===== config.mk =====
export PLATFORM = sky130hd
export DESIGN_NAME = spram_req_ctrl
export DESIGN_NICKNAME = d
export VERILOG_FILES = /design/src/rtl/spram_req_ctrl.sv
export SDC_FILE = /design/constraint.sdc
export NUM_CORES = 1
export LEC_CHECK = 0
export ABC_AREA = 1
export BUFFER_PORTS_ARGS = -buffer_cell sky130_fd_sc_hd__buf_2
export CAP_MARGIN = 10
export CORE_ASPECT_RATIO = 1.2
export CORE_MARGIN = 10
export CORE_UTILIZATION = 40
export CTS_CLUSTER_DIAMETER = 200
export DETAILED_ROUTE_END_ITERATION = 7
export GPL_TIMING_DRIVEN = 1
export PLACE_DENSITY = 0.68
export SYNTH_ARGS = -nofsm -noshare
export SYNTH_HDL_FRONTEND = slang
export SYNTH_SLANG_ARGS = --single-unit

===== constraint.sdc =====
create_clock -name clk_i -period 2.6 [get_ports clk_i]
set_clock_uncertainty 0.05 [all_clocks]
set_input_delay 0.13 -clock clk_i [delete_from_list [all_inputs] [get_ports clk_i]]
set_output_delay 0.13 -clock clk_i [all_outputs]
set_load 0.02 [all_outputs]

===== src/rtl/spram_req_ctrl.sv =====
// -----------------------------------------------------------------------------
// spram_req_ctrl
//
// Request front-end that owns the address/data/write port of a single-port RAM.
// Read/write requests arrive over valid/ready and go to the RAM one per cycle,
// combinationally in the accept cycle. Reads are tracked through an
// RD_LATENCY-deep valid shift register and their data is captured into a small
// response FIFO that the consumer drains with valid/ready. Reads are only
// accepted while a FIFO slot is guaranteed, so the FIFO cannot overflow.
//
// Optional feature (macro SPRAM_REQ_CTRL_CLEAR_EN): after reset release the
// block zero-fills every RAM word (CLEAR state) before accepting requests.
// Without the macro the block accepts requests right after reset release and
// no clear counter exists.
//
// Ports:
//   clk_i, rst_i              clock, asynchronous active-high reset
//   req_valid_i/req_ready_o   request handshake
//   req_wr_i                  1 = write, 0 = read
//   req_addr_i/req_data_i     request address / write data
//   req_byte_valid_i          write byte enables
//   rsp_valid_o/rsp_ready_i   read response handshake
//   rsp_data_o                read response data (FIFO head)
//   busy_o                    clear running, reads in flight or FIFO non-empty
//   ram_wr_en_o, ram_data_o,
//   ram_byte_valid_o,
//   ram_addr_o                drive to the RAM
//   ram_data_i                read data from the RAM
// -----------------------------------------------------------------------------
module spram_req_ctrl #(
    parameter int DATA_WIDTH     = 8,
    parameter int ADDR_WIDTH     = 8,
    parameter int RD_LATENCY     = 1,
    parameter int RSP_FIFO_DEPTH = 4
) (
    input  logic                    clk_i,
    input  logic                    rst_i,
    input  logic                    req_valid_i,
    output logic                    req_ready_o,
    input  logic                    req_wr_i,
    input  logic [ADDR_WIDTH-1:0]   req_addr_i,
    input  logic [DATA_WIDTH-1:0]   req_data_i,
    input  logic [DATA_WIDTH/8-1:0] req_byte_valid_i,
    output logic                    rsp_valid_o,
    input  logic                    rsp_ready_i,
    output logic [DATA_WIDTH-1:0]   rsp_data_o,
    output logic                    busy_o,
    output logic                    ram_wr_en_o,
    output logic [DATA_WIDTH-1:0]   ram_data_o,
    output logic [DATA_WIDTH/8-1:0] ram_byte_valid_o,
    output logic [ADDR_WIDTH-1:0]   ram_addr_o,
    input  logic [DATA_WIDTH-1:0]   ram_data_i
);

    localparam int PTR_W = $clog2(RSP_FIFO_DEPTH);
    localparam int CNT_W = $clog2(RSP_FIFO_DEPTH + 1);
    // Wide enough for FIFO count + reads in flight + a pop allowance.
    localparam int OUT_W = $clog2(RSP_FIFO_DEPTH + RD_LATENCY + 2);

    typedef enum logic {
        ST_CLEAR = 1'b0,
        ST_RUN   = 1'b1
    } state_t;

`ifdef SPRAM_REQ_CTRL_CLEAR_EN
    localparam state_t RESET_STATE = ST_CLEAR;
`else
    localparam state_t RESET_STATE = ST_RUN;
`endif

    state_t                  state_reg, state_next;
    logic [RD_LATENCY-1:0]   rd_pipe_reg, rd_pipe_next;
    logic [DATA_WIDTH-1:0]   fifo_mem [RSP_FIFO_DEPTH];
    logic [PTR_W-1:0]        wr_ptr_reg, rd_ptr_reg;
    logic [CNT_W-1:0]        count_reg;
    logic [OUT_W-1:0]        outstanding;
    logic                    run, accept, rd_accept, push, pop, credit_ok;

`ifdef SPRAM_REQ_CTRL_CLEAR_EN
    logic [ADDR_WIDTH-1:0]   clr_cnt_reg;
`endif

    // ------------------------------------------------------------------
    // Read tracking: bit i set means a read accepted i+1 edges ago. The
    // last stage coincides with valid RAM data, so it is the FIFO push.
    // ------------------------------------------------------------------
    assign rd_pipe_next[0] = rd_accept;
    generate
        for (genvar gi = 1; gi < RD_LATENCY; gi++) begin : g_rd_pipe
            assign rd_pipe_next[gi] = rd_pipe_reg[gi-1];
        end
    endgenerate

    assign push        = rd_pipe_reg[RD_LATENCY-1];
    assign rsp_valid_o = (count_reg != '0);
    assign pop         = rsp_valid_o & rsp_ready_i;
    assign rsp_data_o  = fifo_mem[rd_ptr_reg];

    // Every read in flight already owns a FIFO slot; a pop in this cycle
    // frees one, so it is counted as an extra credit.
    always_comb begin
        outstanding = OUT_W'(count_reg);
        for (int i = 0; i < RD_LATENCY; i++) begin
            outstanding = outstanding + OUT_W'(rd_pipe_reg[i]);
        end
    end

    assign credit_ok = (outstanding < (OUT_W'(RSP_FIFO_DEPTH) + OUT_W'(pop)));

    // ------------------------------------------------------------------
    // Handshake and RAM drive. rst_i masks the state decode so that the
    // reset values of ready/busy/wr_en hold while reset is asserted, even
    // though the reset state itself is CLEAR or RUN.
    // ------------------------------------------------------------------
    always_comb begin
        run              = (state_reg == ST_RUN) & ~rst_i;
        req_ready_o      = run & (req_wr_i | credit_ok);
        accept           = req_valid_i & req_ready_o;
        rd_accept        = accept & ~req_wr_i;
        ram_addr_o       = req_addr_i;
        ram_data_o       = req_data_i;
        ram_byte_valid_o = req_byte_valid_i;
        ram_wr_en_o      = accept & req_wr_i;
`ifdef SPRAM_REQ_CTRL_CLEAR_EN
        if ((state_reg == ST_CLEAR) && !rst_i) begin
            ram_wr_en_o      = 1'b1;
            ram_byte_valid_o = '1;
            ram_data_o       = '0;
            ram_addr_o       = clr_cnt_reg;
        end
`endif
    end

    assign busy_o = ((state_reg == ST_CLEAR) & ~rst_i) | (|rd_pipe_reg) | (count_reg != '0);

    // ------------------------------------------------------------------
    // FSM
    // ------------------------------------------------------------------
    always_comb begin
        state_next = state_reg;
        case (state_reg)
            ST_CLEAR: begin
`ifdef SPRAM_REQ_CTRL_CLEAR_EN
                // Last word written when the counter is about to wrap.
                if (clr_cnt_reg == '1) begin
                    state_next = ST_RUN;
                end
`else
                state_next = ST_RUN;
`endif
            end
            ST_RUN:  state_next = ST_RUN;
            default: state_next = ST_RUN;
        endcase
    end

`ifdef SPRAM_REQ_CTRL_CLEAR_EN
    always_ff @(posedge clk_i or posedge rst_i) begin
        if (rst_i) begin
            clr_cnt_reg <= '0;
        end else if (state_reg == ST_CLEAR) begin
            clr_cnt_reg <= clr_cnt_reg + 1'b1;
        end
    end
`endif

    // ------------------------------------------------------------------
    // State, tracker and FIFO control
    // ------------------------------------------------------------------
    always_ff @(posedge clk_i or posedge rst_i) begin
        if (rst_i) begin
            state_reg   <= RESET_STATE;
            rd_pipe_reg <= '0;
            wr_ptr_reg  <= '0;
            rd_ptr_reg  <= '0;
            count_reg   <= '0;
        end else begin
            state_reg   <= state_next;
            rd_pipe_reg <= rd_pipe_next;
            if (push) begin
                wr_ptr_reg <= wr_ptr_reg + 1'b1;
            end
            if (pop) begin
                rd_ptr_reg <= rd_ptr_reg + 1'b1;
            end
            case ({push, pop})
                2'b10:   count_reg <= count_reg + 1'b1;
                2'b01:   count_reg <= count_reg - 1'b1;
                default: count_reg <= count_reg;
            endcase
        end
    end

    // FIFO storage has no reset; the pointers and count define validity.
    always_ff @(posedge clk_i) begin
        if (push) begin
            fifo_mem[wr_ptr_reg] <= ram_data_i;
        end
    end

    // The credit scheme makes a push into a full FIFO without a pop impossible.
    always_ff @(posedge clk_i) begin
        if (!rst_i) begin
            assert (!(push && !pop && (count_reg == CNT_W'(RSP_FIFO_DEPTH))));
        end
    end

endmodule

== After elaboration in Yosys (flattened, before gate mapping) ==
Memory sizes are Yosys's and may differ from the RTL's.
Index checks and enable logic that the tools add are counted.

* Register bits after elaboration: 8
* Bits in writable memories: 32
* Input port bits: 30
* Word-level logic and storage cells: 28
* Memories kept: 1

* Add/sub/neg operators: 6
* Order comparisons: 1
* Equality and inequality tests: 2
* Multiplexer cells: 3
* Bitwise gates (word level): 9
* Reductions and logical operators: 2

{| class="wikitable"
|+ Memory list
! name !! depth !! width !! rd ports !! clocked after Yosys merged registers in !! wr ports !! line !! RTL
|-
| fifo_mem || 4 || 8 || 1 || 0 || 1 || 73 || <nowiki>logic [DATA_WIDTH-1:0] fifo_mem [RSP_FIFO_DEPTH];</nowiki>
|}

{| class="wikitable"
|+ Operator list
! operator !! number
|-
| 3-bit case mux with 2 select lines || 1
|-
| 1-bit AND || 5
|-
| 2-bit by 1-bit adder with 2-bit output (second input constant) || 2
|-
| 3-bit by 1-bit adder with 3-bit output || 1
|-
| 3-bit by 1-bit adder with 3-bit output (first input constant) || 1
|-
| 3-bit by 1-bit adder with 3-bit output (second input constant) || 1
|-
| 3-bit < comparator || 1
|-
| 3-bit nonzero test || 1
|-
| 3-bit by 1-bit subtractor with 3-bit output (second input constant) || 1
|-
| 2-bit by 1-bit == test with 1-bit output (second input constant) || 1
|-
| 2-bit == test (second input constant) || 1
|-
| 1-bit 2-to-1 mux || 2
|-
| 1-bit inverter || 2
|-
| 1-bit bitwise OR || 2
|-
| 2-bit nonzero test || 1
|}

== Logic depth before layout (Yosys ltp) ==
Gate-level depths: netlist of run 1.

* Depth after elaboration: 8
* Depth in mapped cells: 10
* Depth with buffers taken out: 10

== Worst setup path after synthesis of run 1 ==
No wires, ideal clock.

* Kind: register -> register
* From: register count_reg[0]
* To: register count_reg[2]
* Library setup time: 0.127 ns
* Data arrival time: 1.580 ns
* Required time: 2.423 ns
* Slack: 0.843 ns
* Stages on the path, launching flop included: 11
* Path through: dfrtp_1 > nor2_2 > nand2_4 > nand2_4 > inv_2 > ha_1 > inv_2 > fa_1 > a21oi_1 > o21ai_1 > xor2_1

* Word-level cells in the longest chain between the ends: 4
* Elaborated cells between the ends (all ways): 8

{| class="wikitable"
|+ Ends and longest elaborated chain
! item !! line !! RTL
|-
| from (decl) || 75 || <nowiki>logic [CNT_W-1:0] count_reg;</nowiki>
|-
| from (signal assigned) || 187 || <nowiki>2'b10: count_reg <= count_reg + 1'b1;</nowiki>
|-
| from (signal assigned) || 188 || <nowiki>2'b01: count_reg <= count_reg - 1'b1;</nowiki>
|-
| from (signal assigned) || 189 || <nowiki>default: count_reg <= count_reg;</nowiki>
|-
| 3-bit nonzero test (*) || 95 || <nowiki>assign rsp_valid_o = (count_reg != '0);</nowiki>
|-
| via rsp_valid_o || 44 || <nowiki>output logic rsp_valid_o,</nowiki>
|-
| 1-bit AND (*) || 96 || <nowiki>assign pop = rsp_valid_o & rsp_ready_i;</nowiki>
|-
| via pop || 77 || <nowiki>logic run, accept, rd_accept, push, pop, credit_ok;</nowiki>
|-
| 2-bit by 1-bit == test with 1-bit output or 2-bit == test (tied branches) || 186 || <nowiki>case ({push, pop})</nowiki>
|-
| 3-bit case mux with 2 select lines or 2-bit nonzero test (tied branches) || n/a ||
|}

The timed path passes the listed nets; every way through them passes the cells marked *.
A chain may end at the register's enable or synchronous reset.

== Worst setup path in the final report of run 1 ==
* From: register rd_pipe_reg, in the netlist push
* To: output port req_ready_o

* Word-level cells in the longest chain between the ends: 4

{| class="wikitable"
|+ Ends and longest elaborated chain
! item !! line !! RTL
|-
| from (decl) || 72 || <nowiki>logic [RD_LATENCY-1:0] rd_pipe_reg, rd_pipe_next;</nowiki>
|-
| from (signal assigned) || 179 || <nowiki>rd_pipe_reg <= rd_pipe_next;</nowiki>
|-
| 3-bit by 1-bit adder with 3-bit output || 104 || <nowiki>outstanding = outstanding + OUT_W'(rd_pipe_reg[i]);</nowiki>
|-
| 3-bit < comparator || 108 || <nowiki>assign credit_ok = (outstanding < (OUT_W'(RSP_FIFO_DEPTH) + OUT_W'(pop)));</nowiki>
|-
| 1-bit bitwise OR || 117 || <nowiki>req_ready_o = run & (req_wr_i | credit_ok);</nowiki>
|-
| 1-bit AND || 117 ||
|-
| to (decl) || 39 || <nowiki>output logic req_ready_o,</nowiki>
|}

No other way between the ends.

==> impl_metrics.csv, run 1 <==
group,metric,value,unit
synth,synth_top_area_cell,"edfxtp_1",
cts,clk_latency,0.28,ns
synth,yosysUniqueCellTypes,26,
timing,min_period,1.98,ns
power_and_ir_drop,p_int,0.00143,W
finish,fin_nets,209,
synth,synthArstFlopShare,20.0,%
finish,drive_above_1_share,36.6,%
power_and_ir_drop,ir_drop,513,uV
cts,htree_levels,2,
cts,cts.repair.resized,0,
timing,worst_pin_slew,0.714,ns
place,place_inst,219,
cts,cts_sinks,40,
floorplanning,die_h,96.9,um
synth,yosys_warnings,0,
run_status,status,"finished clean",
place,finalWeightedCongestion,0.783,
timing,fin_crit_sh,76.2,%
cts,cts_root_buffer,"clkbuf_8",
worst_setup_path,path_cells,"ha_1, ha_1, nor2_1, nand3_2, a21oi_1, buf_2",
timing,final-hold-violation-count,0,
power_and_ir_drop,leakage,0.870,nW
worst_setup_path,rr_endpoint,"count_reg[2]",
global_route,top_usage_layer,"met2",
worst_setup_path,cp-endpoint,"req_ready_o",
worst_setup_path,path_buf_inv,1,
cts,cts_tree,"yes",
global_route,grtUsageTotal,8.72,%
finish,area_delta_synth_final,8.63,%
global_route,grt_pass1_wl,5680,um
cts,clockBufferDepth,2,
timing,slew_violations,0,
place,hpwl,2540,um
timing,finalSetupViolCount,0,
place,pre_cts_ws,0.809,ns
synth,postSynthAreaPerCell,12.4,um2
power_and_ir_drop,power_density,1070,nW/um2
floorplanning,die-area,8150,um2
worst_setup_path,critPathLaunchType,"flop",
timing,rsz0062_at_grt,"no",
synth,synth_edf_count,32,
routing,wl_per_cell,15.1,um
floorplanning,fp.coreArea,4700,um2
synth,synth_flop_cell,"edfxtp_1",
timing,fin_ws,0.619,ns
floorplanning,die_x,84.1,um
worst_setup_path,cp-end-kind,"output pin",
routing,drt_iter0_markers,38,
synth,synthesis.area,1970,um2
worst_setup_path,critPathMaxFanout,9,
worst_setup_path,path_class,"flop to output pin",
timing,slew_headroom,52.4,%
job,maxCapViolCount,0,
routing,viasPerCell,4.71,
routing,antenna_left,0,
cts,clk_pin_slew,0.07,ns
worst_setup_path,r2r_slack,0.80,ns
global_route,grt_util_met2,13.8,%
power_and_ir_drop,switching_share,37.5,%
synth,syn_nets,197,
synth,synth_area_leaders,"edfxtp_1 49%, dfrtp_1 10%, buf_4 7.2%",
global_route,antenna_found_initial,0,
floorplanning,rows,27,
synth,ys_seq_area_share,58.9,%
worst_setup_path,crit_cells,6,
finish,fill_cells,420,
finish,largest_register_ffs,32,
routing,num_vias,1084,
synth,synth.most_common_cell,"edfxtp_1",
worst_setup_path,crit_arrival,1.80,ns
floorplanning,start_util,42.0,%
worst_setup_path,r2r.worst_path.cells,10,
routing,drc,0,
routing,first_pass_iters,4,
global_route,grt_max_degree,19,
finish,diodes,0,
power_and_ir_drop,p_sw,0.000861,W
timing,fmax,505,MHz
finish,final_cells,230,
synth,ys_ff_latch,40,
power_and_ir_drop,comb_power_share,37.1,%
global_route,grt_pass1_vias,1181,
worst_setup_path,cp.required,2.42,ns
hold_path,min-delay-path-class,"input port to flop",
worst_setup_path,critPathMaxStageDelay,0.49,ns
worst_setup_path,cp_common_cell,"ha_1",
routing,wl,3480,um
place,portBuffers,24,
timing,setup_tns,0,ns
synth,synth_top_area_share,48.8,%
synth,synth_commonest_cells,"32 x edfxtp_1, 19 x buf_4, 16 x nor2_1, 13 x o21ai_0, 9 x nand2_1",
global_route,use_met1,8.86,%
power_and_ir_drop,clkPwrFrac,23.3,%
worst_setup_path,cp_top_family,"flip-flops",
floorplanning,io_pins,59,
cts,cts_buffers,5,
power_and_ir_drop,seqPwrFrac,39.7,%
worst_setup_path,crit_start,"push",
finish,final_core_util,45.6,%
synth,synthCells,159,
worst_setup_path,slowest_stage,"dfrtp_1",
global_route,gr-total-overflow,0,
global_route,grt_use_met3,6.11,%
worst_setup_path,r2r-start,"count_reg[0]",
[metal layers]
metal	vias to the layer above	part of all wire, %
li1	543	-
met1	480	42
met2	57	46
met3	4	11
met4	0	1.1
met5	-	0
[cell families after synthesis]
| family | synth area share (%) |
|---|---|
| and+or+nand+nor | 9.97 |
| AOI/OAI and AO/OA | 10.8 |
| DFF | 58.9 |
| buffers and inverters | 12.7 |
| adders and majority gates | 5.46 |
| xor gates and xnor gates | 2.16 |
[layout make-up]
class / count / area, um2 / area share (%)
Inverter: 17 / 71.3 / 3.33
Sequential cell: 40 / 1160 / 54.2
Clock inverter: 1 / 30.0 / 1.40
Clock buffer: 7 / 96.3 / 4.50
Timing Repair Buffer: 27 / 150 / 7.01
Tap cell: 58 / 72.6 / 3.39
Multi-Input combinational cell: 80 / 559 / 26.1
[power by group through the flow]
stage	Clock (W)	Combinational [W]	Sequential (W)
after floorplan	0	0.000812	0.000836
after global placement	0	0.000851	0.000918
after detailed placement	0	0.000868	0.000923
after CTS	0.000544	0.000872	0.000910
after global routing	0.000577	0.000965	0.000922
final	0.000533	0.000850	0.000910
[worst min-delay path by stage]
stage,start,endpoint,slack (ns),cells after the start
2_1_floorplan,rst_i,count_reg[0],-0.09,1
3_3_place_gp,rst_i,count_reg[2],0.07,2
3_5_place_dp,rst_i,count_reg[0],0.08,2
4_1_cts,ram_data_i[2],fifo_mem[3][2],0.003,1
5_1_grt,ram_data_i[0],fifo_mem[3][0],0.005,1
6_report,ram_data_i[4],fifo_mem[3][4],0.01,1
[worst reg2reg max path, stage by stage, from the launching register on]
cell	delay, ns
dfrtp_1	0.43
nor2_2	0.08
nand2_4	0.08
nand2_4	0.06
inv_2	0.05
ha_1	0.14
inv_2	0.05
fa_1	0.38
a21oi_1	0.14
o21ai_1	0.08
xor2_1	0.14
[stage by stage]
stage          area, um2  power (W)  hold slack [ns]
2_1_floorplan       1970    0.00165          -0.0880
3_3_place_gp        1980    0.00177           0.0733
3_5_place_dp        1980    0.00179           0.0770
4_1_cts             2130    0.00233          0.00264
5_1_grt             2140    0.00246          0.00510
6_report            2140    0.00229           0.0136
[cells in the final DEF (no fill, tap or decap), drive strengths merged]
cell type     n
dfrtp         8
o22ai         8
fa            1
nor2         24
nand2        11
clkbuf        7
xor2          3
inv          17
edfxtp       32
o21ai        19
xnor2         1
dlygate4sd3   3
a21oi         2
nand3         4
buf          24
bufinv        1
ha            7
[repair_timing]
item	4_1_cts	5_1_grt
endpoints found under the setup margin	0	0
hold buffers	2	1
setup buffers	0	0
endpoints found under the hold margin	9	4
Note: power is estimated with default switching activity, not from simulation.
==> run 2: changes to the inputs <==
--- a/config.mk
+++ b/config.mk
@@ -14,7 +14,7 @@
 export CTS_CLUSTER_DIAMETER = 200
 export DETAILED_ROUTE_END_ITERATION = 7
 export GPL_TIMING_DRIVEN = 1
-export PLACE_DENSITY = 0.68
+export PLACE_DENSITY = 0.7
 export SYNTH_ARGS = -nofsm -noshare
 export SYNTH_HDL_FRONTEND = slang
 export SYNTH_SLANG_ARGS = --single-unit
==> constraint.sdc (replaced) <==
create_clock -name clk_i -period 1.6 [get_ports clk_i]
set_clock_uncertainty 0.05 [all_clocks]
set_input_delay 0.08 -clock clk_i [delete_from_list [all_inputs] [get_ports clk_i]]
set_output_delay 0.08 -clock clk_i [all_outputs]
set_load 0.02 [all_outputs]
==> run 2 against run 1 <==
The flow now finishes with violations (setup timing). Final cell count increased by 12%. Wire length increased by 13%. Design area increased by 18%. Critical path depth increased by 5. Clock power increased by 110%. First-iteration DRC count increased to 2.9 times the previous value. Non-clock buffer count increased by 28. Count of clock-buffer cells in the layout decreased by 2. Critical endpoint is now count_reg[2]. Largest cell class unchanged. Highest routed layer unchanged.
==> impl_metrics.csv, run 2 (synthesis results as in run 1) <==
group,metric,value,unit
hold_path,min-delay-path-class,"input port to output pin",
timing,final-hold-violation-count,0,
power_and_ir_drop,leakage,1.02,nW
routing,wl,3940,um
finish,area_delta_synth_final,28.1,%
global_route,grtUsageTotal,9.02,%
global_route,grt_max_degree,18,
place,pre_cts_ws,-0.0366,ns
routing,first_pass_iters,4,
worst_setup_path,r2r-start,"count_reg[0]",
power_and_ir_drop,power_density,1830,nW/um2
worst_setup_path,cp_common_cell,"nand2_4",
place,hpwl,2550,um
timing,finalSetupViolCount,3,
place,portBuffers,24,
worst_setup_path,cp.required,1.72,ns
hold_path,min_from,"req_addr_i[4]",
worst_setup_path,rr_endpoint,"count_reg[2]",
run_status,status,"finished, violations left",
routing,drc,0,
worst_setup_path,r2r.worst_path.cells,11,
cts,cts_buffers,5,
worst_setup_path,critPathMaxFanout,2,
timing,whs,0.110,ns
routing,drt_iter0_markers,109,
cts,htree_levels,2,
floorplanning,start_util,42.0,%
routing,num_vias,1253,
timing,rsz0062_at_grt,"yes",
worst_setup_path,crit_cells,11,
cts,clk_latency,0.28,ns
floorplanning,die_h,96.9,um
finish,drive_above_1_share,51.5,%
cts,clk_pin_slew,0.08,ns
finish,largest_register_ffs,32,
finish,final_common_cell,"edfxtp_1",
timing,min_period,1.71,ns
worst_setup_path,path_cells,"buf_6, nor2_4, nand2_4, nand2_4, inv_4, ha_4, inv_2, fa_2, a21oi_2, o21ai_1, xor2_1",
worst_setup_path,critPathLaunchType,"flop",
finish,fin_nets,237,
place,finalWeightedCongestion,0.838,
finish,final_core_util,53.7,%
global_route,gr-total-overflow,0,
cts,cts_tree,"yes",
routing,antenna_left,0,
run_status,violations,"setup timing",
worst_setup_path,cp-end-kind,"flop",
worst_setup_path,r2r_slack,-0.11,ns
finish,final_cell_mix,"32 x edfxtp_1, 23 x buf_2, 17 x buf_4",
worst_setup_path,cp_top_family,"adder cells",
timing,setup_tns,-0.294,ns
timing,fmax,584,MHz
timing,slew_violations,0,
global_route,grt_pass1_wl,6040,um
worst_setup_path,path_buf_inv,3,
global_route,grt_pass1_vias,1301,
global_route,antenna_found_initial,0,
finish,diodes,0,
worst_setup_path,path_class,"flop to flop",
hold_path,holdPathStages,0,
power_and_ir_drop,ir_drop,953,uV
cts,cts_root_buffer,"clkbuf_8",
worst_setup_path,crit_arrival,1.83,ns
cts,clockBufferDepth,2,
timing,fin_ws,-0.113,ns
floorplanning,rows,27,
worst_setup_path,critPathMaxStageDelay,0.37,ns
timing,slew_headroom,80.4,%
timing,worst_pin_slew,0.294,ns
job,maxCapViolCount,0,
routing,viasPerCell,4.86,
timing,fin_crit_sh,107,%
floorplanning,die_x,84.1,um
floorplanning,die-area,8150,um2
worst_setup_path,slowest_stage,"dfrtp_1",
cts,cts_sinks,40,
routing,wl_per_cell,15.3,um
floorplanning,fp.coreArea,4700,um2
floorplanning,io_pins,59,
hold_path,hold_end,"ram_addr_o[4]",
## run 2: cell types whose count changed in the layout (fill, tap and decap cells not counted), moves of 3 or more
cell	before	now
buf_4	0	17
buf_6	0	4
dlygate4sd3_1	3	11
ha_1	7	4
nor2_1	16	12
o21ai_0	13	2
o21ai_1	4	7
o21ai_2	2	10
## run 2: per-stage QoR
stage          instances  power, W  instance area, um2
6_report             258   0.00462                2520
5_1_grt              258   0.00490                2520
4_1_cts              256   0.00442                2440
3_5_place_dp         229   0.00307                2070
3_3_place_gp         229   0.00304                2070
2_1_floorplan        159   0.00270                1990
## run 2: per-layer routing
layer	GRT usage (%)	vias to the layer above	part of all wire [%]
met5	0	-	0
li1	-	599	-
met1	9.09	597	39
met4	5.26	0	3.6
met3	3.85	18	6.0
met2	15.1	39	51
## run 2: cell type report
type / instances / area [um2]
Sequential cell: 40 / 1160
Tap cell: 58 / 72.6
Clock inverter: 3 / 90.1
Inverter: 17 / 82.6
Multi-Input combinational cell: 80 / 647
Timing Repair Buffer: 55 / 398
Fill cell: 400 / 2170
Clock buffer: 5 / 68.8
## run 2: worst max path at each step
stage | startpoint | end | slack (ns)
6_report | count_reg[0] | count_reg[2] | -0.11
5_1_grt | count_reg[0] | count_reg[2] | -0.18
4_1_cts | count_reg[1] | req_ready_o | -0.1
3_5_place_dp | count_reg[0] | count_reg[2] | -0.04
3_3_place_gp | count_reg[0] | count_reg[2] | 0.006
2_1_floorplan | count_reg[0] | count_reg[2] | -0.08
## run 2: report_power, final
part           switching [W]  leakage, nW  total (W)  internal [W]
logic                0.00117        0.558    0.00210      0.000922
registers           0.000127        0.384    0.00140       0.00127
clock network       0.000346       0.0784    0.00113      0.000780
## run 2: repair_timing
action | in CTS | in global routing
setup buffers | 8 | 2
pin swaps | 5 | 3
resized for setup | 12 | 32
hold buffers | 11 | 0
setup endpoints to repair | 11 | 11
hold endpoints to repair | 41 | 0
==> run 3: changes to the inputs <==
--- a/config.mk
+++ b/config.mk
@@ -15,6 +15,7 @@
 export DETAILED_ROUTE_END_ITERATION = 7
 export GPL_TIMING_DRIVEN = 1
 export PLACE_DENSITY = 0.7
+export SKIP_CTS_REPAIR_TIMING = 1
 export SYNTH_ARGS = -nofsm -noshare
 export SYNTH_HDL_FRONTEND = slang
 export SYNTH_SLANG_ARGS = --single-unit
==> run 3 against run 2 <==
The run still ends with setup timing left. Utilization shrank 0.45 points. Die area is the same. Combinational power is essentially flat. Design area shrank 0.84%. Sequential power is essentially flat. Critical path type is now flop to output pin. Critical endpoint is now req_ready_o. Largest power group unchanged.
==> impl_metrics.csv, run 3 (synthesis results as in run 1) <==
group,metric,value,unit
run_status,status,"finished, violations left",
run_status,violations,"setup timing",
routing,num_vias,1212,
finish,final_cell_mix,"32 x edfxtp_1, 22 x buf_2, 17 x buf_4",
timing,finalSetupViolCount,3,
global_route,antenna_found_initial,0,
cts,clk_latency,0.28,ns
finish,largest_register_ffs,32,
place,hpwl,2550,um
cts,clk_pin_slew,0.08,ns
cts,htree_levels,2,
timing,whs,0.0559,ns
worst_setup_path,critPathMaxFanout,3,
timing,rsz0062_at_grt,"yes",
global_route,grt_max_degree,19,
cts,cts_buffers,5,
finish,fin_nets,235,
routing,drt_iter0_markers,89,
timing,fin_crit_sh,106,%
power_and_ir_drop,p_int,0.00296,W
floorplanning,die_x,84.1,um
power_and_ir_drop,power_density,1840,nW/um2
finish,final_common_cell,"edfxtp_1",
floorplanning,io_pins,59,
hold_path,min-delay-path-class,"input port to flop",
worst_setup_path,critPathMaxStageDelay,0.41,ns
routing,wl_per_cell,15.3,um
routing,viasPerCell,4.73,
floorplanning,die-area,8150,um2
job,maxCapViolCount,0,
finish,diodes,0,
finish,area_delta_synth_final,27.0,%
worst_setup_path,slowest_stage,"dfrtp_1",
floorplanning,rows,27,
place,finalWeightedCongestion,0.838,
routing,wl,3910,um
finish,seqCellArea,1160,um2
worst_setup_path,path_cells,"ha_2, ha_4, nor2_4, nand3_2, a21oi_2, buf_6",
cts,cts_sinks,40,
power_and_ir_drop,p_sw,0.00164,W
worst_setup_path,cp_top_family,"adder cells",
floorplanning,start_util,42.0,%
power_and_ir_drop,comb_power_share,45.4,%
power_and_ir_drop,seqPwrFrac,30.1,%
timing,min_period,1.69,ns
floorplanning,fp.coreArea,4700,um2
cts,clockBufferDepth,2,
worst_setup_path,critPathLaunchType,"flop",
worst_setup_path,path_buf_inv,1,
routing,antenna_left,0,
worst_setup_path,cp.required,1.47,ns
finish,fill_cells,400,
timing,worst_pin_slew,0.382,ns
floorplanning,die_h,96.9,um
timing,slew_headroom,74.4,%
worst_setup_path,path_class,"flop to output pin",
routing,first_pass_iters,4,
worst_setup_path,crit_arrival,1.56,ns
place,portBuffers,24,
worst_setup_path,cp-end-kind,"output pin",
timing,fin_ws,-0.0947,ns
global_route,gr-total-overflow,0,
power_and_ir_drop,switching_share,35.6,%
timing,fmax,590,MHz
global_route,grt_pass1_wl,5750,um
timing,setup_tns,-0.184,ns
timing,slew_violations,0,
global_route,grt_pass1_vias,1206,
timing,final-hold-violation-count,0,
finish,drive_above_1_share,51.0,%
routing,drc,0,
cts,cts_tree,"yes",
power_and_ir_drop,clkPwrFrac,24.5,%
power_and_ir_drop,ir_drop,920,uV
power_and_ir_drop,leakage,1.01,nW
cts,cts_root_buffer,"clkbuf_8",
global_route,grtUsageTotal,8.65,%
finish,multi_input_area,643,um2
[run 3: metal layers]
layer	GRT usage (%)	part of all wire (%)	up-vias
li1	-	-	597
met1	8.82	40	555
met2	14.1	50	42
met3	3.94	6.4	18
met4	5.26	3.7	0
met5	0	0	-
[run 3: tightest hold or removal path: stages]
cell and delay (ns):
buf_2 0.09, inv_1 0.07, nand3_1 0.08, nor2_1 0.04
[run 3: final cells by class]
type | count | share of cell area [%]
timing repair buffer | 53 | 15.3
clock buffer | 5 | 2.75
multi-input combinational | 80 | 25.7
sequential | 40 | 46.6
inverter | 17 | 3.25
tap | 58 | 2.90
clock inverter | 3 | 3.60
[run 3: final timing paths]
check	to	start	depth (start not counted)	slack, ns
hold reg to reg	wr_ptr_reg[0]	wr_ptr_reg[0]	1	0.49
setup / recovery	req_ready_o	count_reg[0]	6	-0.09
min in group asynchronous	rd_ptr_reg[0]	rst_i	3	0.33
max in group asynchronous	rd_ptr_reg[0]	rst_i	3	0.87
setup reg to reg	count_reg[2]	count_reg[0]	10	-0.06
hold / removal	push	rst_i	4	0.06
[run 3: power by group through the flow]
stage / Clock (W) / Combinational, W / Sequential [W]
finish: 0.00113 / 0.00209 / 0.00138
global route: 0.00119 / 0.00228 / 0.00140
CTS: 0.00115 / 0.00164 / 0.00141
detailed placement: 0 / 0.00164 / 0.00144
global placement: 0 / 0.00161 / 0.00143
floorplan: 0 / 0.00134 / 0.00136
[run 3: stage by stage]
step / std cells / power (W) / util, % / setup WS [ns] / area (um2)
floorplan: 159 / 0.00270 / - / -0.0780 / 1990
global placement: 229 / 0.00304 / 44.2 / 0.00595 / 2070
detailed placement: 229 / 0.00307 / 44.2 / -0.0366 / 2070
CTS: 237 / 0.00420 / 47.6 / -0.299 / 2230
global route: 256 / 0.00487 / 53.3 / -0.137 / 2500
finish: 256 / 0.00460 / 53.3 / -0.0947 / 2500
